==> config.mk <==
export PLATFORM = sky130hd
export DESIGN_NAME = instruction_encoder
export DESIGN_NICKNAME = d
export VERILOG_FILES = /design/src/rtl/instruction_encoder.sv
export SDC_FILE = /design/constraint.sdc
export NUM_CORES = 1
export LEC_CHECK = 0
export BUFFER_PORTS_ARGS = -buffer_cell sky130_fd_sc_hd__buf_4
export CORE_UTILIZATION = 44
export DETAILED_ROUTE_END_ITERATION = 12
export GPL_ROUTABILITY_DRIVEN = 0
export PLACE_DENSITY = 0.77
export SETUP_SLACK_MARGIN = 0.4
export SYNTH_ARGS = -nofsm -noshare
export SYNTH_HDL_FRONTEND = slang
export SYNTH_SLANG_ARGS = --single-unit
==> constraint.sdc <==
create_clock -name Clk -period 1.6 [get_ports Clk]
set_clock_uncertainty 0.15 [all_clocks]
set_input_delay 0.16 -clock Clk [delete_from_list [all_inputs] [get_ports Clk]]
set_output_delay 0.16 -clock Clk [all_outputs]
set_load 0.03 [all_outputs]
==> src/rtl/instruction_encoder.sv <==
// Streaming MIPS instruction encoder: turns OpSel/field requests into 32-bit
// instruction words and writes them to consecutive instruction-memory addresses.
module instruction_encoder #(
  parameter logic [31:0] BASE_ADDR = 32'h0000_0000,
  parameter int unsigned DEPTH     = 128
) (
  input  logic        Clk,
  input  logic        Rst,
  input  logic        Start,
  input  logic        InValid,
  output logic        InReady,
  input  logic        InLast,
  input  logic [5:0]  OpSel,
  input  logic [4:0]  Rs,
  input  logic [4:0]  Rt,
  input  logic [4:0]  Rd,
  input  logic [4:0]  Shamt,
  input  logic [15:0] Imm,
  input  logic [25:0] Target,
  output logic        WrEn,
  output logic [31:0] WrAddr,
  output logic [31:0] WrData,
  output logic        Busy,
  output logic        Done,
  output logic        Full,
  output logic        Error,
  output logic [10:0] Count
);

  localparam int unsigned CNT_W  = 11;
  localparam int unsigned ADDR_W = 32;

  localparam logic [1:0] IDLE = 2'd0;
  localparam logic [1:0] RUN  = 2'd1;
  localparam logic [1:0] FULL = 2'd2;
  localparam logic [1:0] DONE = 2'd3;

  localparam logic [1:0] FMT_R   = 2'd0;
  localparam logic [1:0] FMT_I   = 2'd1;
  localparam logic [1:0] FMT_J   = 2'd2;
  localparam logic [1:0] FMT_NOP = 2'd3;

  localparam logic [CNT_W-1:0] LAST_IDX = CNT_W'(DEPTH - 1);

  logic [1:0]        state_q, state_d;
  logic [1:0]        enc_fmt;
  logic [5:0]        enc_op, enc_fn;
  logic [4:0]        enc_rs, enc_rt, enc_rd, enc_sh;
  logic              enc_bad;
  logic [31:0]       enc_word;
  logic              accept;
  logic              ready_d, wr_en_d, busy_d, done_d, full_d, error_d;
  logic [ADDR_W-1:0] wr_addr_d;
  logic [31:0]       wr_data_d;
  logic [CNT_W-1:0]  count_d;

  // Opcode/funct lookup with table-fixed fields overriding the request fields
  always_comb begin
    enc_fmt = FMT_R;
    enc_op  = '0;
    enc_fn  = '0;
    enc_rs  = Rs;
    enc_rt  = Rt;
    enc_rd  = Rd;
    enc_sh  = '0;
    enc_bad = 1'b0;
    case (OpSel)
      6'd1:  begin enc_fn = 6'd0;  enc_rs = '0;   enc_sh = Shamt; end
      6'd2:  begin enc_op = 6'd28; enc_fn = 6'd0; enc_rd = '0; end
      6'd3:  begin enc_fn = 6'd2;  enc_rs = 5'd1; enc_sh = Shamt; end
      6'd4:  begin enc_fn = 6'd2;  enc_rs = '0;   enc_sh = Shamt; end
      6'd5:  begin enc_op = 6'd28; enc_fn = 6'd2; end
      6'd6:  begin enc_fn = 6'd3;  enc_rs = '0;   enc_sh = Shamt; end
      6'd7:  enc_fn = 6'd4;
      6'd8:  begin enc_op = 6'd28; enc_fn = 6'd4; enc_rd = '0; end
      6'd9:  begin enc_fn = 6'd6;  enc_sh = 5'd1; end
      6'd10: enc_fn = 6'd6;
      6'd11: enc_fn = 6'd7;
      6'd12: begin enc_fn = 6'd8;  enc_rt = '0; enc_rd = '0; end
      6'd13: enc_fn = 6'd10;
      6'd14: enc_fn = 6'd11;
      6'd15: begin enc_fn = 6'd16; enc_rs = '0; enc_rt = '0; end
      6'd16: begin enc_fn = 6'd17; enc_rt = '0; enc_rd = '0; end
      6'd17: begin enc_fn = 6'd18; enc_rs = '0; enc_rt = '0; end
      6'd18: begin enc_fn = 6'd19; enc_rt = '0; enc_rd = '0; end
      6'd19: begin enc_fn = 6'd24; enc_rd = '0; end
      6'd20: begin enc_fn = 6'd25; enc_rd = '0; end
      6'd21: enc_fn = 6'd32;
      6'd22: begin enc_op = 6'd31; enc_fn = 6'd32; enc_rs = '0; enc_sh = 5'd16; end
      6'd23: begin enc_op = 6'd31; enc_fn = 6'd32; enc_rs = '0; enc_sh = 5'd24; end
      6'd24: enc_fn = 6'd33;
      6'd25: enc_fn = 6'd34;
      6'd26: enc_fn = 6'd36;
      6'd27: enc_fn = 6'd37;
      6'd28: enc_fn = 6'd38;
      6'd29: enc_fn = 6'd39;
      6'd30: enc_fn = 6'd42;
      6'd31: enc_fn = 6'd43;
      6'd32: begin enc_fmt = FMT_I; enc_op = 6'd9;  end
      6'd33: begin enc_fmt = FMT_I; enc_op = 6'd10; end
      6'd34: begin enc_fmt = FMT_I; enc_op = 6'd11; end
      6'd35: begin enc_fmt = FMT_I; enc_op = 6'd12; end
      6'd36: begin enc_fmt = FMT_I; enc_op = 6'd13; end
      6'd37: begin enc_fmt = FMT_I; enc_op = 6'd14; end
      6'd38: begin enc_fmt = FMT_I; enc_op = 6'd15; enc_rs = '0; end
      6'd39: begin enc_fmt = FMT_J; enc_op = 6'd2; end
      6'd40: begin enc_fmt = FMT_J; enc_op = 6'd3; end
      6'd41: begin enc_fmt = FMT_I; enc_op = 6'd32; end
      6'd42: begin enc_fmt = FMT_I; enc_op = 6'd33; end
      6'd43: begin enc_fmt = FMT_I; enc_op = 6'd35; end
      6'd44: begin enc_fmt = FMT_I; enc_op = 6'd40; end
      6'd45: begin enc_fmt = FMT_I; enc_op = 6'd41; end
      6'd46: begin enc_fmt = FMT_I; enc_op = 6'd43; end
      6'd47: begin enc_fmt = FMT_I; enc_op = 6'd1; enc_rt = 5'd1; end
      6'd48: begin enc_fmt = FMT_I; enc_op = 6'd1; enc_rt = '0; end
      6'd49: begin enc_fmt = FMT_I; enc_op = 6'd4; end
      6'd50: begin enc_fmt = FMT_I; enc_op = 6'd5; end
      6'd51: begin enc_fmt = FMT_I; enc_op = 6'd6; enc_rt = '0; end
      6'd52: begin enc_fmt = FMT_I; enc_op = 6'd7; enc_rt = '0; end
      6'd53: begin enc_fmt = FMT_I; enc_op = 6'd8; end
      default: begin enc_fmt = FMT_NOP; enc_bad = (OpSel != 6'd0); end
    endcase
  end

  always_comb begin
    case (enc_fmt)
      FMT_R:   enc_word = {enc_op, enc_rs, enc_rt, enc_rd, enc_sh, enc_fn};
      FMT_I:   enc_word = {enc_op, enc_rs, enc_rt, Imm};
      FMT_J:   enc_word = {enc_op, Target};
      default: enc_word = 32'h0;
    endcase
  end

  assign accept = InValid & (state_q == RUN);

  // Next state and next registered outputs; Start wins over a same-cycle beat
  always_comb begin
    state_d   = state_q;
    wr_en_d   = 1'b0;
    wr_addr_d = WrAddr;
    wr_data_d = WrData;
    count_d   = Count;
    done_d    = Done;
    full_d    = Full;
    error_d   = Error;
    if (Start) begin
      state_d = RUN;
      count_d = '0;
      done_d  = 1'b0;
      full_d  = 1'b0;
      error_d = 1'b0;
    end else if (accept) begin
      wr_en_d   = 1'b1;
      wr_addr_d = BASE_ADDR + (ADDR_W'(Count) << 2);
      wr_data_d = enc_word;
      count_d   = Count + CNT_W'(1);
      error_d   = Error | enc_bad;
      if (InLast) begin
        state_d = DONE;
        done_d  = 1'b1;
      end else if (Count == LAST_IDX) begin
        state_d = FULL;
        full_d  = 1'b1;
        error_d = 1'b1;
      end
    end
    ready_d = (state_d == RUN);
    busy_d  = ready_d | wr_en_d;
  end

  always_ff @(posedge Clk) begin
    if (Rst) begin
      state_q <= IDLE;
      InReady <= 1'b0;
      WrEn    <= 1'b0;
      WrAddr  <= '0;
      WrData  <= '0;
      Busy    <= 1'b0;
      Done    <= 1'b0;
      Full    <= 1'b0;
      Error   <= 1'b0;
      Count   <= '0;
    end else begin
      state_q <= state_d;
      InReady <= ready_d;
      WrEn    <= wr_en_d;
      WrAddr  <= wr_addr_d;
      WrData  <= wr_data_d;
      Busy    <= busy_d;
      Done    <= done_d;
      Full    <= full_d;
      Error   <= error_d;
      Count   <= count_d;
    end
  end

endmodule
==> flow_metrics.tcl, run 1 <==
set metrics [dict create \
    syn-instance-count 488 \
    syn_area_per_cell_um2 7.720 \
    grt_util_all_layers 0.7209 \
    cts_made_buffers 9 \
    synth_top_area_frac 0.3295 \
    cts_root_buffer "clkbuf_8" \
    synth_area_leaders "dfxtp_1 (33%), nand2_1 (6.4%), a21oi_1 (6.0%), buf_4 (4.6%), nor2_1 (4.0%)" \
    synth-seq-area-share 0.3295 \
    htree_num_levels 3 \
    io_pins 154 \
    grt_start_max_net_pins 33 \
    yosys_warnings 0 \
    dp.cells 778 \
    yosysUniqueCellTypes 62 \
    initial_core_util 0.4562 \
    ys_ff_latch 62 \
    clockBufferDepth 2 \
    status "did not finish" \
    die_h_um 94.53 \
    placementRows 33 \
    clock-sinks 62 \
    error_line "[ERROR GRT-0232] Routing congestion too high. Check the congestion heatmap in the GUI." \
    portBuffers 132 \
    overflow 4 \
    stop_stage "global routing" \
    yosys.area.top_type "dfxtp_1" \
    ys.flop_type "dfxtp_1" \
    dpl.hpwl_mm 10.13 \
    grt-worst-endpoint "WrData[15]$_SDFFE_PP0P_/D" \
    synth_edf_count 0 \
    worst-ep-kind "register data pin" \
    dieWidth_um 94.53 \
    netlist_area_um2 3767 \
    postSynth.asyncResetShare 0 \
]
## per-layer routing
| metal | GRT overflow | GRT usage |
|---|---|---|
| met4 | 4 | 0.6881 |
| met5 | 0 | 0.2381 |
| met2 | 0 | 0.8665 |
| met1 | 0 | 0.7212 |
| met3 | 0 | 0.6127 |
## stage by stage
step,worst slack [ps],instance area (µm²)
2_1_floorplan,-76.57,3971
3_3_place_gp,-240.2,5418
3_5_place_dp,-315.4,5418
4_1_cts,-158.3,6797
## Yosys cell counts, drive strengths merged (3+ instances only)
master and count:
a22o 6, nand4 3, nor2 41, nand3 11, and3 4, a21oi 45, and3b 3, a31o 5
o22ai 7, xnor2 6, a222oi 8, o21ai 28, nand2b 6, xor2 7, or2 3, clkbuf 12
nand2 64, nor3 15, a31oi 4, a211oi 14, a21o 7, buf 48, and2 3, a221oi 10
dfxtp 62, inv 8, a22oi 7, nor2b 12, o211ai 3
## cells by family after synthesis
| kind of cell | share of synthesized area |
|---|---|
| compound gates | 0.2953 |
| xor+xnor | 0.03022 |
| fa+ha+maj | 0.008635 |
| buf+inv | 0.1059 |
| flops | 0.3295 |
| other cells | 0.0009954 |
| simple gates | 0.2295 |
## repair_timing
item,in CTS
cloned,5
buffers inserted,22
setup endpoints to repair,78
pin swaps,58
hold buffers,35
resized for setup,134
hold endpoints to repair,26
==> run 2: changes to the inputs <==
- CORE_UTILIZATION: 44 -> 30
- PLACE_DENSITY: 0.77 -> unset
- PLACE_DENSITY_LB_ADDON: unset -> 0.15
- SETUP_SLACK_MARGIN: 0.4 -> unset
- clock period: 1.6 -> 2.08 ns (I/O delays scaled with it)
==> flow_metrics.tcl, run 2 <==
set metrics [dict create \
    status "completed" \
    regMostFlops "WrData" \
    grt_util_all_layers 0.2024 \
    syn-instance-count 488 \
    required_ps 2150 \
    postSynth.asyncResetShare 0 \
    hp-start "Target[2]" \
    power_density_nw_per_um2 603.2 \
    fin_crit_ps 1881 \
    grt_antenna_before_repair 0 \
    via_per_inst 5.187 \
    setup_tns_ps 0 \
    peakVddDrop_uv 267.6 \
    reg2reg_slack_ps 200 \
    cts_made_buffers 9 \
    vias 4217 \
    critPathLaunchType "register" \
    final_common_cell "buf_4" \
    worst_pin_slew_ps 579.8 \
    fin_crit_sh 0.9044 \
    min_path_type "in2reg" \
    nets 714 \
    clockBufferDepth 2 \
    largest_register_ffs 32 \
    fmax_mhz 531.6 \
    antenna_cells 0 \
    cts_root_buffer "clkbuf_16" \
    most-common-layout-cells "buf_4 (162), nand2_1 (64), dfxtp_1 (62)" \
    initial_core_util 0.3111 \
    cp_cell_sequence "or3_1 -> nor3_1 -> a31oi_1 -> o21a_1 -> or2_1" \
    yosys_warnings 0 \
    ant_nets 0 \
    overflow 0 \
    fillers 1246 \
    crit_slowest_cell "dfxtp_1" \
    finalPower_w 0.003248 \
    post_drt_wl_per_cell_um 16.13 \
    portBuffers 132 \
    drc 0 \
    grt_pass1_wl_mm 20.42 \
    htree_num_levels 3 \
    largestRegisters "WrData: 32 flops, Count: 11 flops, WrAddr: 11 flops" \
    hold_violations 0 \
    fin_ws_ps 198.9 \
    power_leakage_nw 2.247 \
    ys_ff_latch 62 \
    rsz0062_at_grt "no" \
    crit_path_max_fanout 6 \
    netlist_top_cells_count "nand2_1 (64), dfxtp_1 (62), a21oi_1 (45), nor2_1 (40), o21ai_0 (25)" \
    yosysUniqueCellTypes 62 \
    clock-sinks 62 \
    synth-seq-area-share 0.3295 \
    die_h_um 114.1 \
    die_area_um2 13010 \
    yosys.area.top_type "dfxtp_1" \
    maxCapViolations 0 \
    synth.most_common_cell "nand2_1" \
    synth_top_area_frac 0.3295 \
    syn_area_per_cell_um2 7.720 \
    dr.pass1.iters 6 \
    grt_pass1_vias 3756 \
    cts_tree "done" \
    ys.flop_type "dfxtp_1" \
    startpoint "Count[8]$_SDFFE_PP0P_" \
    io_pins 154 \
    final_util 0.4445 \
    crit_type "reg2reg" \
    place_ws_ps 102.4 \
    clk_pin_slew_ps 60 \
    drv_slew 0 \
    placed_cell_area_um2 4925 \
    area_growth_pct 42.91 \
    arrival_ps 1950 \
    synth_area_leaders "dfxtp_1 (33%), nand2_1 (6.4%), a21oi_1 (6.0%), buf_4 (4.6%), nor2_1 (4.0%)" \
    critPathMaxStageDelay_ps 360 \
    dpl.hpwl_mm 9.607 \
    drt-total-wl_mm 13.11 \
    clkLatencyLatePin_ps 330 \
    drive_gt1_frac 0.2977 \
    core_area_um2 12110 \
    placementRows 40 \
    design_area_um2 5384 \
    endpoint_kind "register" \
    dieWidth_um 114.1 \
    reg2reg_from "Count[8]$_SDFFE_PP0P_" \
    netlist_area_um2 3767 \
    setup_viol 0 \
    drt-initial-drc-count 519 \
    synth_edf_count 0 \
    grt_start_max_net_pins 42 \
    relSlewSlack 0.6103 \
]
## run 2: cell counts after synthesis
No cell type changed its count.
## run 2: cell families (layout without fill, tap and decap cells)
logic type               after synthesis  after routing  synth area share
AO/OA/AOI/OAI                        163            163            0.2953
XOR/XNOR                              13             13           0.03022
adder cells (fa/ha/maj)                3              3          0.008635
buffers and inverters                 68            205            0.1059
flip-flops                            62             62            0.3295
other                                  1             21         0.0009954
AND/OR/NAND/NOR                      178            178            0.2295
## run 2: path summary, 6_finish.rpt
| kind | to | depth (start not counted) |
|---|---|---|
| setup / recovery | Busy$_SDFF_PP0_ | 5 |
| hold / removal | WrData[2]$_SDFFE_PP0P_ | 3 |
| setup reg to reg | Busy$_SDFF_PP0_ | 5 |
| hold reg to reg | WrData[10]$_SDFFE_PP0P_ | 2 |
## run 2: critical path, delay by kind of cell (launching register included)
| family | cells | cell delay [ps] |
|---|---|---|
| AND/OR/NAND/NOR | 3 | 880 |
| AO/OA/AOI/OAI | 2 | 370 |
| flip-flops | 1 | 360 |
## run 2: metrics by stage
stage | cells | hold slack [ps]
6_report | 813 | 20.04
5_1_grt | 813 | 20.30
4_1_cts | 813 | 11.41
3_5_place_dp | 779 | 257.7
3_3_place_gp | 779 | 252.9
2_1_floorplan | 508 | 142.2
## run 2: power by group
part | internal (W) | total, W | switching [W]
registers | 0.00121 | 0.00122 | 0.0000109
clock network | 0.000838 | 0.00141 | 0.000570
logic | 0.000261 | 0.000622 | 0.000361
## run 2: layout make-up
| class | instances | area (µm²) | share of cell area |
|---|---|---|---|
| repair buffers | 181 | 1416 | 0.2631 |
| clock inverters | 5 | 33.78 | 0.006275 |
| flip-flops and latches | 62 | 1241 | 0.2305 |
| multi-input cells | 378 | 2210 | 0.4104 |
| clock buffers | 11 | 242.7 | 0.04508 |
| well taps | 168 | 210.2 | 0.03904 |
| inverters | 8 | 30.03 | 0.005578 |
## run 2: metal layers
metal | vias up | share of wire | track usage | routed length, µm
met5 | - | 0 | 0 | 0
met3 | 19 | 0.071 | 0.04076 | 931
met4 | 0 | 0.019 | 0.06580 | 246
li1 | 2046 | - | - | -
met1 | 1937 | 0.46 | 0.2821 | 5992
met2 | 215 | 0.45 | 0.3119 | 5940
## run 2: what timing repair did
action | in CTS | in global routing
buffers inserted | 0 | 0
endpoints found under the setup margin | 0 | 5
resized for setup | 0 | 1
hold buffers | 18 | 0
endpoints found under the hold margin | 18 | 0
(Power assumes the default switching activity.)
